$ cat src/rtl/motor_ramp_sequencer.sv
// motor_ramp_sequencer: maps the 4-bit navigation state onto left/right H-bridge
// commands. Duty ramps in fixed steps, and every stop or reversal passes through a
// brake dwell. Direction bits are latched only when the motor is fully stopped.
//
//  state        | meaning
//  -------------+-------------------------------------------------------------
//  ST_STOPPED   | duty 0; latches target dirs and starts ramping when target > 0
//  ST_RAMP_UP   | duty steps up toward target once per ramp tick
//  ST_RUN       | duty held at target
//  ST_RAMP_DOWN | duty steps down toward floor (target if same dirs, else 0)
//  ST_BRAKE     | duty 0 for a fixed dwell, then STOPPED
module motor_ramp_sequencer #(
    parameter int PWM_PERIOD   = 1000,
    parameter int MAX_DUTY     = 800,
    parameter int TURN_DUTY    = 500,
    parameter int RAMP_STEP    = 8,
    parameter int RAMP_TICK    = 50000,
    parameter int BRAKE_CYCLES = 12500000
) (
    input  logic       clk,
    input  logic       reset,
    input  logic [3:0] direction,
    input  logic       enable,
    output logic       left_pwm,
    output logic       left_dir,
    output logic       right_pwm,
    output logic       right_dir,
    output logic [9:0] duty,
    output logic [2:0] seq_state
);

    localparam int TW = $clog2(RAMP_TICK + 1);
    localparam int BW = $clog2(BRAKE_CYCLES + 1);

    localparam logic [9:0]    PWM_LAST   = 10'(PWM_PERIOD - 1);
    localparam logic [9:0]    MAX_D      = 10'(MAX_DUTY);
    localparam logic [9:0]    TURN_D     = 10'(TURN_DUTY);
    localparam logic [10:0]   STEP_W     = 11'(RAMP_STEP);
    localparam logic [TW-1:0] TICK_LAST  = TW'(RAMP_TICK - 1);
    localparam logic [BW-1:0] BRAKE_LOAD = BW'(BRAKE_CYCLES - 1);

    typedef enum logic [2:0] {
        ST_STOPPED   = 3'd0,
        ST_RAMP_UP   = 3'd1,
        ST_RUN       = 3'd2,
        ST_RAMP_DOWN = 3'd3,
        ST_BRAKE     = 3'd4
    } state_t;

    state_t          state_q, state_d;
    logic [9:0]      duty_q, duty_d;
    logic            ldir_q, ldir_d;
    logic            rdir_q, rdir_d;
    logic [TW-1:0]   tick_cnt_q, tick_cnt_d;
    logic [BW-1:0]   brake_cnt_q, brake_cnt_d;
    logic [9:0]      pwm_cnt_q, pwm_cnt_d;

    logic [9:0]      tgt_duty;
    logic            tgt_ldir, tgt_rdir;
    logic            same_dirs, tick;
    logic [9:0]      floor_duty, up_duty, dn_raw, dn_duty;
    logic [10:0]     up_sum;

    // Decode navigation code into target duty and wheel directions.
    always_comb begin
        tgt_duty = '0;
        tgt_ldir = 1'b0;
        tgt_rdir = 1'b0;
        case (direction)
            4'd1, 4'd3: begin tgt_duty = MAX_D;  tgt_ldir = 1'b1; tgt_rdir = 1'b1; end
            4'd5, 4'd7: begin tgt_duty = MAX_D;  tgt_ldir = 1'b0; tgt_rdir = 1'b0; end
            4'd2:       begin tgt_duty = TURN_D; tgt_ldir = 1'b0; tgt_rdir = 1'b1; end
            4'd6:       begin tgt_duty = TURN_D; tgt_ldir = 1'b1; tgt_rdir = 1'b0; end
            default:    tgt_duty = '0;
        endcase
    end

    // Saturating ramp arithmetic; the step-up clamps at target, step-down at floor.
    always_comb begin
        same_dirs  = (tgt_ldir == ldir_q) && (tgt_rdir == rdir_q);
        floor_duty = (same_dirs && (tgt_duty != '0)) ? tgt_duty : '0;
        tick       = (tick_cnt_q == TICK_LAST);
        up_sum     = {1'b0, duty_q} + STEP_W;
        up_duty    = (up_sum > {1'b0, tgt_duty}) ? tgt_duty : up_sum[9:0];
        dn_raw     = ({1'b0, duty_q} > STEP_W) ? (duty_q - STEP_W[9:0]) : '0;
        dn_duty    = (dn_raw < floor_duty) ? floor_duty : dn_raw;
    end

    // Next-state, duty, direction latch and timer logic.
    always_comb begin
        state_d     = state_q;
        duty_d      = duty_q;
        ldir_d      = ldir_q;
        rdir_d      = rdir_q;
        brake_cnt_d = brake_cnt_q;
        tick_cnt_d  = '0;

        // Emergency stop skips the ramp; STOPPED and BRAKE keep their normal
        // behaviour so the dwell still completes and STOPPED is never left.
        if (!enable && (state_q != ST_STOPPED) && (state_q != ST_BRAKE)) begin
            state_d = ST_BRAKE;
            duty_d  = '0;
        end else begin
            case (state_q)
                ST_STOPPED: begin
                    duty_d = '0;
                    if (enable && (tgt_duty != '0)) begin
                        state_d = ST_RAMP_UP;
                        ldir_d  = tgt_ldir;
                        rdir_d  = tgt_rdir;
                    end
                end
                ST_RAMP_UP: begin
                    if ((tgt_duty == '0) || !same_dirs) begin
                        state_d = ST_RAMP_DOWN;
                    end else if (duty_q >= tgt_duty) begin
                        state_d = ST_RUN;
                    end else if (tick) begin
                        duty_d = up_duty;
                        if (up_duty == tgt_duty) state_d = ST_RUN;
                    end
                end
                ST_RUN: begin
                    if ((tgt_duty == '0) || !same_dirs) state_d = ST_RAMP_DOWN;
                    else if (tgt_duty > duty_q)        state_d = ST_RAMP_UP;
                    else if (tgt_duty < duty_q)        state_d = ST_RAMP_DOWN;
                end
                ST_RAMP_DOWN: begin
                    if (duty_q <= floor_duty) begin
                        state_d = (floor_duty != '0) ? ST_RUN : ST_BRAKE;
                    end else if (tick) begin
                        duty_d = dn_duty;
                        if (dn_duty == floor_duty)
                            state_d = (floor_duty != '0) ? ST_RUN : ST_BRAKE;
                    end
                end
                ST_BRAKE: begin
                    duty_d = '0;
                    if (brake_cnt_q == '0) state_d = ST_STOPPED;
                    else                   brake_cnt_d = brake_cnt_q - BW'(1);
                end
                default: begin
                    state_d = ST_STOPPED;
                    duty_d  = '0;
                end
            endcase
        end

        if ((state_d == ST_BRAKE) && (state_q != ST_BRAKE)) brake_cnt_d = BRAKE_LOAD;

        // Ramp tick timer restarts on every state entry.
        if (state_d != state_q)
            tick_cnt_d = '0;
        else if ((state_q == ST_RAMP_UP) || (state_q == ST_RAMP_DOWN))
            tick_cnt_d = tick ? '0 : (tick_cnt_q + TW'(1));

        pwm_cnt_d = (pwm_cnt_q == PWM_LAST) ? '0 : (pwm_cnt_q + 10'd1);
    end

    // State and datapath registers.
    always_ff @(posedge clk or posedge reset) begin
        if (reset) begin
            state_q     <= ST_STOPPED;
            duty_q      <= '0;
            ldir_q      <= 1'b0;
            rdir_q      <= 1'b0;
            tick_cnt_q  <= '0;
            brake_cnt_q <= '0;
            pwm_cnt_q   <= '0;
        end else begin
            state_q     <= state_d;
            duty_q      <= duty_d;
            ldir_q      <= ldir_d;
            rdir_q      <= rdir_d;
            tick_cnt_q  <= tick_cnt_d;
            brake_cnt_q <= brake_cnt_d;
            pwm_cnt_q   <= pwm_cnt_d;
        end
    end

    assign left_pwm  = (pwm_cnt_q < duty_q);
    assign right_pwm = (pwm_cnt_q < duty_q);
    assign left_dir  = ldir_q;
    assign right_dir = rdir_q;
    assign duty      = duty_q;
    assign seq_state = state_q;

endmodule
$ cat config.mk
export PLATFORM = sky130hd
export DESIGN_NAME = motor_ramp_sequencer
export DESIGN_NICKNAME = d
export VERILOG_FILES = /design/src/rtl/motor_ramp_sequencer.sv
export SDC_FILE = /design/constraint.sdc
export NUM_CORES = 1
export LEC_CHECK = 0
export CORE_AREA = 2 2 137 139
export CTS_CLUSTER_DIAMETER = 100
export CTS_CLUSTER_SIZE = 10
export DETAILED_ROUTE_END_ITERATION = 10
export DIE_AREA = 0 0 139 141
export PLACE_DENSITY = 0.5
export RECOVER_POWER = 25
export SLEW_MARGIN = 20
export SYNTH_ARGS = -nofsm -noshare
export SYNTH_HDL_FRONTEND = slang
export SYNTH_SLANG_ARGS = --single-unit
export TNS_END_PERCENT = 10
$ cat constraint.sdc
create_clock -name clk -period 7.11 [get_ports clk]
set_clock_uncertainty 0.05 [all_clocks]
set_input_delay 0.711 -clock clk [delete_from_list [all_inputs] [get_ports clk]]
set_output_delay 0.711 -clock clk [all_outputs]
set_load 0.02 [all_outputs]
Word level (Yosys, flattened, before mapping)
Cells that the tools add are included.
Storage, ports and cells
  bits in read-only memories: 0
  memory bits (writable): 0
  latch bits: 0
  register bits after elaboration: 65
  memories: 0
Operators by class
  add/subtract/negate cells: 5
  shifts and indexed selects: 0
  muxes and demuxes: 37
  bitwise operators: 1
  $lt $le $gt $ge: 8
  $mul: 0
  equal/unequal tests: 27
  div/mod/pow operators: 0
  reduce and logical (&&, ||, !) cells: 24
Operators with widths (count)
  $mux W10: 11
  $mux W24: 4
  $mux W16: 3
  $mux W3: 14
  $lt A10 B10 Y1: 3
  $pmux W10 S3: 1
  $logic_not A24 Y1: 1
  $sub A24 B1 Y24 const B: 1
  $eq A10 B10 Y1: 2
  $pmux W10 S2: 1
  $reduce_bool A10 Y1: 2
  $ne A3 B3 Y1 const B: 6
  $add A16 B1 Y16 const B: 1
  $eq A16 B16 Y1 const B: 1
  $pmux W3 S5: 1
  $eq A4 B3 Y1 const B: 3
  $add A10 B4 Y11 const B: 1
  $gt A11 B10 Y1: 1
  $add A10 B1 Y10 const B: 1
  $eq A10 B10 Y1 const B: 1
  $ge A10 B10 Y1: 1
  $gt A10 B10 Y1: 1
  $gt A10 B4 Y1 const B: 1
  $le A10 B10 Y1: 1
  other kinds (24): 39

Logic depth before layout (Yosys ltp)
  depth after elaboration: 19
  gate-level depth with buffers: 16
  depth with buffers taken out: 13

Least setup slack after synthesis
OpenSTA, ideal clock, no wires.
  kind: input -> register
  start: input direction[0]
  end: register duty_q[6], in the netlist duty[6]
  cell stages on the path: 12
  library setup time: 0.104 ns
  path slack: 3.285 ns
  arrival time: 3.671 ns
  buffers on the path: 1
  path through: or3b_4 a2111oi_4 a31o_4 inv_2 ha_1 nand3_1 or4b_2 o22ai_1 nor4_1 a211o_1 buf_2 a221oi_1
On the way
  cells in the longest elaborated chain, start to end: 13
  elaborated cells between the ends (all ways): 39
Ends and longest elaborated chain
  from (decl): RTL line 22  | input logic [3:0] direction,
  branches (longest 13 deep; another with $lt A10 B10 Y1)
  to (signal assigned): RTL line 172  | duty_q <= duty_d;
  to (decl): RTL line 51  | logic [9:0] duty_q, duty_d;
Several ways; the timed one is not identified. The select of a mux whose other input is x is not followed.
A chain may end at the register's enable or synchronous reset.

Worst setup path in the final report
  start: input direction[0]
  end: register brake_cnt_q[5]
On the way
  cells in the longest elaborated chain, start to end: 19
  elaborated cells between the ends (all ways): 55
Ends and longest elaborated chain
  branches (longest 13 deep; another with $lt A10 B10 Y1)
  $pmux W3 S5 (*): RTL line 104  | case (state_q)
  $mux W3 (*): RTL line 100  | if (!enable && (state_q != ST_STOPPED) && (state_q != ST_BRAKE)) begin
  $eq A3 B3 Y1 (*): RTL line 149  | if ((state_d == ST_BRAKE) && (state_q != ST_BRAKE)) brake_cnt_d = BRAKE_LOAD;
  $logic_and A1 B1 Y1 (*): RTL line 149
  $ne A2 B1 Y1 (no line) / $reduce_bool A2 Y1 (equally long branches)
  $reduce_and A3 Y1 (no line)
  to (signal assigned): RTL line 176  | brake_cnt_q <= brake_cnt_d;
  to (decl): RTL line 55  | logic [BW-1:0] brake_cnt_q, brake_cnt_d;
Every way passes the cells marked *.

==> results.cfg <==
[flow_run]
cap_viol_max_count = 1

[synthesis]
ys.warnings.count = 0
synth.avg_cell_area_um2 = 8.51
yosysSeqAreaShare_pct = 30.5
syn_nets = 674
yosysTopAreaCell = dfrtp_1
ys_ff_latch = 65
synth.distinct_cells = 81
synth_area_leaders = dfrtp_1, ha_1, xnor2_1, nor2_1, xor2_1
synth_ff_type = dfrtp_1
ys_async_sr_fraction_pct = 100
synth_edf_count = 0
synth_top_cell_area_share_pct = 30.5
synth_cells = 627
synth_area_um2 = 5330

[clock_tree]
root_buffer = clkbuf_16
cts_hold_buf = 0
cts_buffers = 9
clk_pin_slew_ns = 0.05
cts.sinks = 65
cts_setup_buffers = 0
clk_latency_ns = 0.33
cts_resized = 0
cts_tree = done
cts_buffer_depth = 2
htreeDepth = 3

[global_route]
grt_pass1_vias = 4684
grt_usage_pct = 15.5
grt_first_pass_wirelength_mm = 24.9
antenna_found_initial = 0
grt_max_degree = 66
overflow = 0

[drt]
drc = 0
antenna_left = 0
avgViaCountPerCell = 5.49
drt-initial-drc-count = 266
drt_first_pass_iters = 5
routed_wl_mm = 14.8
route.vias.total = 4790
drt-wirelength-per-cell_um = 16.9

[timing]
hold_viol_final = 0
finalSetupViolCount = 0
max_clock_freq_ghz = 0.216
slew_headroom_pct = -143
setup_ws_ns = 2.48
finalCritPeriodShare_pct = 65.1
worst_slew_pin_slew_ns = 3.65
fin_setup_tns_ns = 0
period_minus_slack_ns = 4.63
slew_viol_final = 66
grt_setup_unrepaired = false

[setup_path]
slowest_stage = or4b_2
cp_max_fo = 21
reg2reg_from = duty[3]
ff2ff_path_depth = 12
required_ns = 7.27
startpoint_type = input pin
crit_path_end = brake_cnt_q[5]
cp_cell_sequence = clkdlybuf4s50_1, nor2b_1, o21ai_0, ha_1, nand3_1, or4b_2, o22ai_1, nor3_1, o21ai_0, o211ai_2, and2_1
worst_setup_path_end_kind = register
crit_top_cell = o21ai_0
crit_type = in2reg
arrival_ns = 4.79
reg2reg_slack_ns = 2.64
slowest_delay_ns = 0.60
worst_r2r_endpoint = tick_cnt_q[0]
critPathLaunch = direction[0]

[cells_and_area]
drive_gt1_share_pct = 6.27
nets = 681
seqCellArea_um2 = 1630
final_common_cell = dfrtp_1
n_antenna_cell = 0
final.fill_count = 1927
mostFrequentLayoutCells = dfrtp_1, nor2_1, nand2_1
multi_input_area_um2 = 3440
area_delta_synth_final_pct = 13.2

[floorplanning]
io_pins = 24
fp.coreArea_um2 = 18300
die_x_um = 139
core.rowCount = 50
die_h_um = 141
die_area_um2 = 19600
start_util_pct = 29.2

[place]
port_buffers = 23
gp_congestion = 0.862
dp_hpwl_mm = 10.9
dp_worst_setup_slack_ns = 2.08

[power]
irDropWorstVdd_uv = 114
p_leak_nw = 2.36
p_per_area_nw_per_um2 = 148
finalPower_uw = 896

[run_status]
violations = capacitance limit, slew limit
status = finished with violations

[hold_path]
hp-class = reg2reg
cells by family after synthesis:
logic type / Yosys count / synth area share [%]
flops: 65 / 30.5
mux: 6 / 1.17
compound gates: 150 / 20.2
buf+inv: 60 / 5.07
fa+ha+maj: 40 / 9.38
simple gates: 256 / 25.5
xor+xnor: 50 / 8.21
metrics by stage:
stage / utilization, % / std cells / cell area, um^2 / hold slack, ns
floorplan: - / 627 / 5330 / 0.391
global placement: 31.3 / 857 / 5720 / 0.408
detailed placement: 31.3 / 857 / 5720 / 0.431
CTS: 33.0 / 872 / 6030 / 0.440
global route: 33.0 / 872 / 6040 / 0.457
finish: 33.0 / 872 / 6040 / 0.435
cells in the mapped netlist, types with 5 or more instances:
master      n
buf_2      12
and3_1     10
or2_2       5
a2111oi_0   5
xnor2_1    28
nand4_1     5
nor4_1     15
o21a_1      5
o21ai_0    31
clkbuf_1   13
a21o_1     10
or4_1       7
a31oi_1     7
ha_1       40
dfrtp_1    65
inv_1      28
a211oi_1    7
nand3_1    36
and2_1     12
a21oi_1    29
nor3_1     23
xor2_1     22
nor2_1     54
nand2_1    49
or3_1       9
layout make-up:
| type | count | share of cell area [%] |
|---|---|---|
| inverters | 30 | 1.87 |
| clock inverters | 3 | 1.08 |
| multi-input cells | 502 | 57.0 |
| flip-flops and latches | 65 | 26.9 |
| clock buffers | 12 | 4.08 |
| repair buffers | 26 | 4.13 |
| well taps | 234 | 4.85 |
routing by layer:
| layer | vias up | wire (um) | GRT usage (%) |
|---|---|---|---|
| li1 | 2324 | - | - |
| met1 | 2324 | 6940 | 21.0 |
| met2 | 124 | 6950 | 25.1 |
| met3 | 18 | 609 | 3.06 |
| met4 | 0 | 269 | 4.52 |
| met5 | - | 0 | 0 |
power breakdown:
group          switching [mW]  leakage [nW]  internal, mW  total, mW
Clock                   0.158         0.153         0.314      0.472
Sequential                  0         0.796         0.370      0.370
Combinational          0.0366          1.41        0.0168     0.0535
how the worst min path moves through the flow:
stage          cells past startpoint            end          start
2_1_floorplan                      1  tick_cnt_q[0]  tick_cnt_q[0]
3_3_place_gp                       1  tick_cnt_q[0]  tick_cnt_q[0]
3_5_place_dp                       1   pwm_cnt_q[0]   pwm_cnt_q[0]
4_1_cts                            1   pwm_cnt_q[0]   pwm_cnt_q[0]
5_1_grt                            1   pwm_cnt_q[0]   pwm_cnt_q[0]
6_report                           1   pwm_cnt_q[0]   pwm_cnt_q[0]
flip-flops by register name, summed over array words and instances (netlist names):
| name | count |
|---|---|
| right_dir | 1 |
| left_dir | 1 |
| duty | 10 |
| tick_cnt_q | 16 |
| pwm_cnt_q | 10 |
| brake_cnt_q | 24 |
| seq_state | 3 |
critical path: cells and delay by family:
| kind | cells | cell delay, ns |
|---|---|---|
| compound gates | 4 | 1.39 |
| fa+ha+maj | 1 | 0.47 |
| buf+inv | 1 | 0.57 |
| simple gates | 5 | 1.63 |
(Power assumes the default switching activity.)
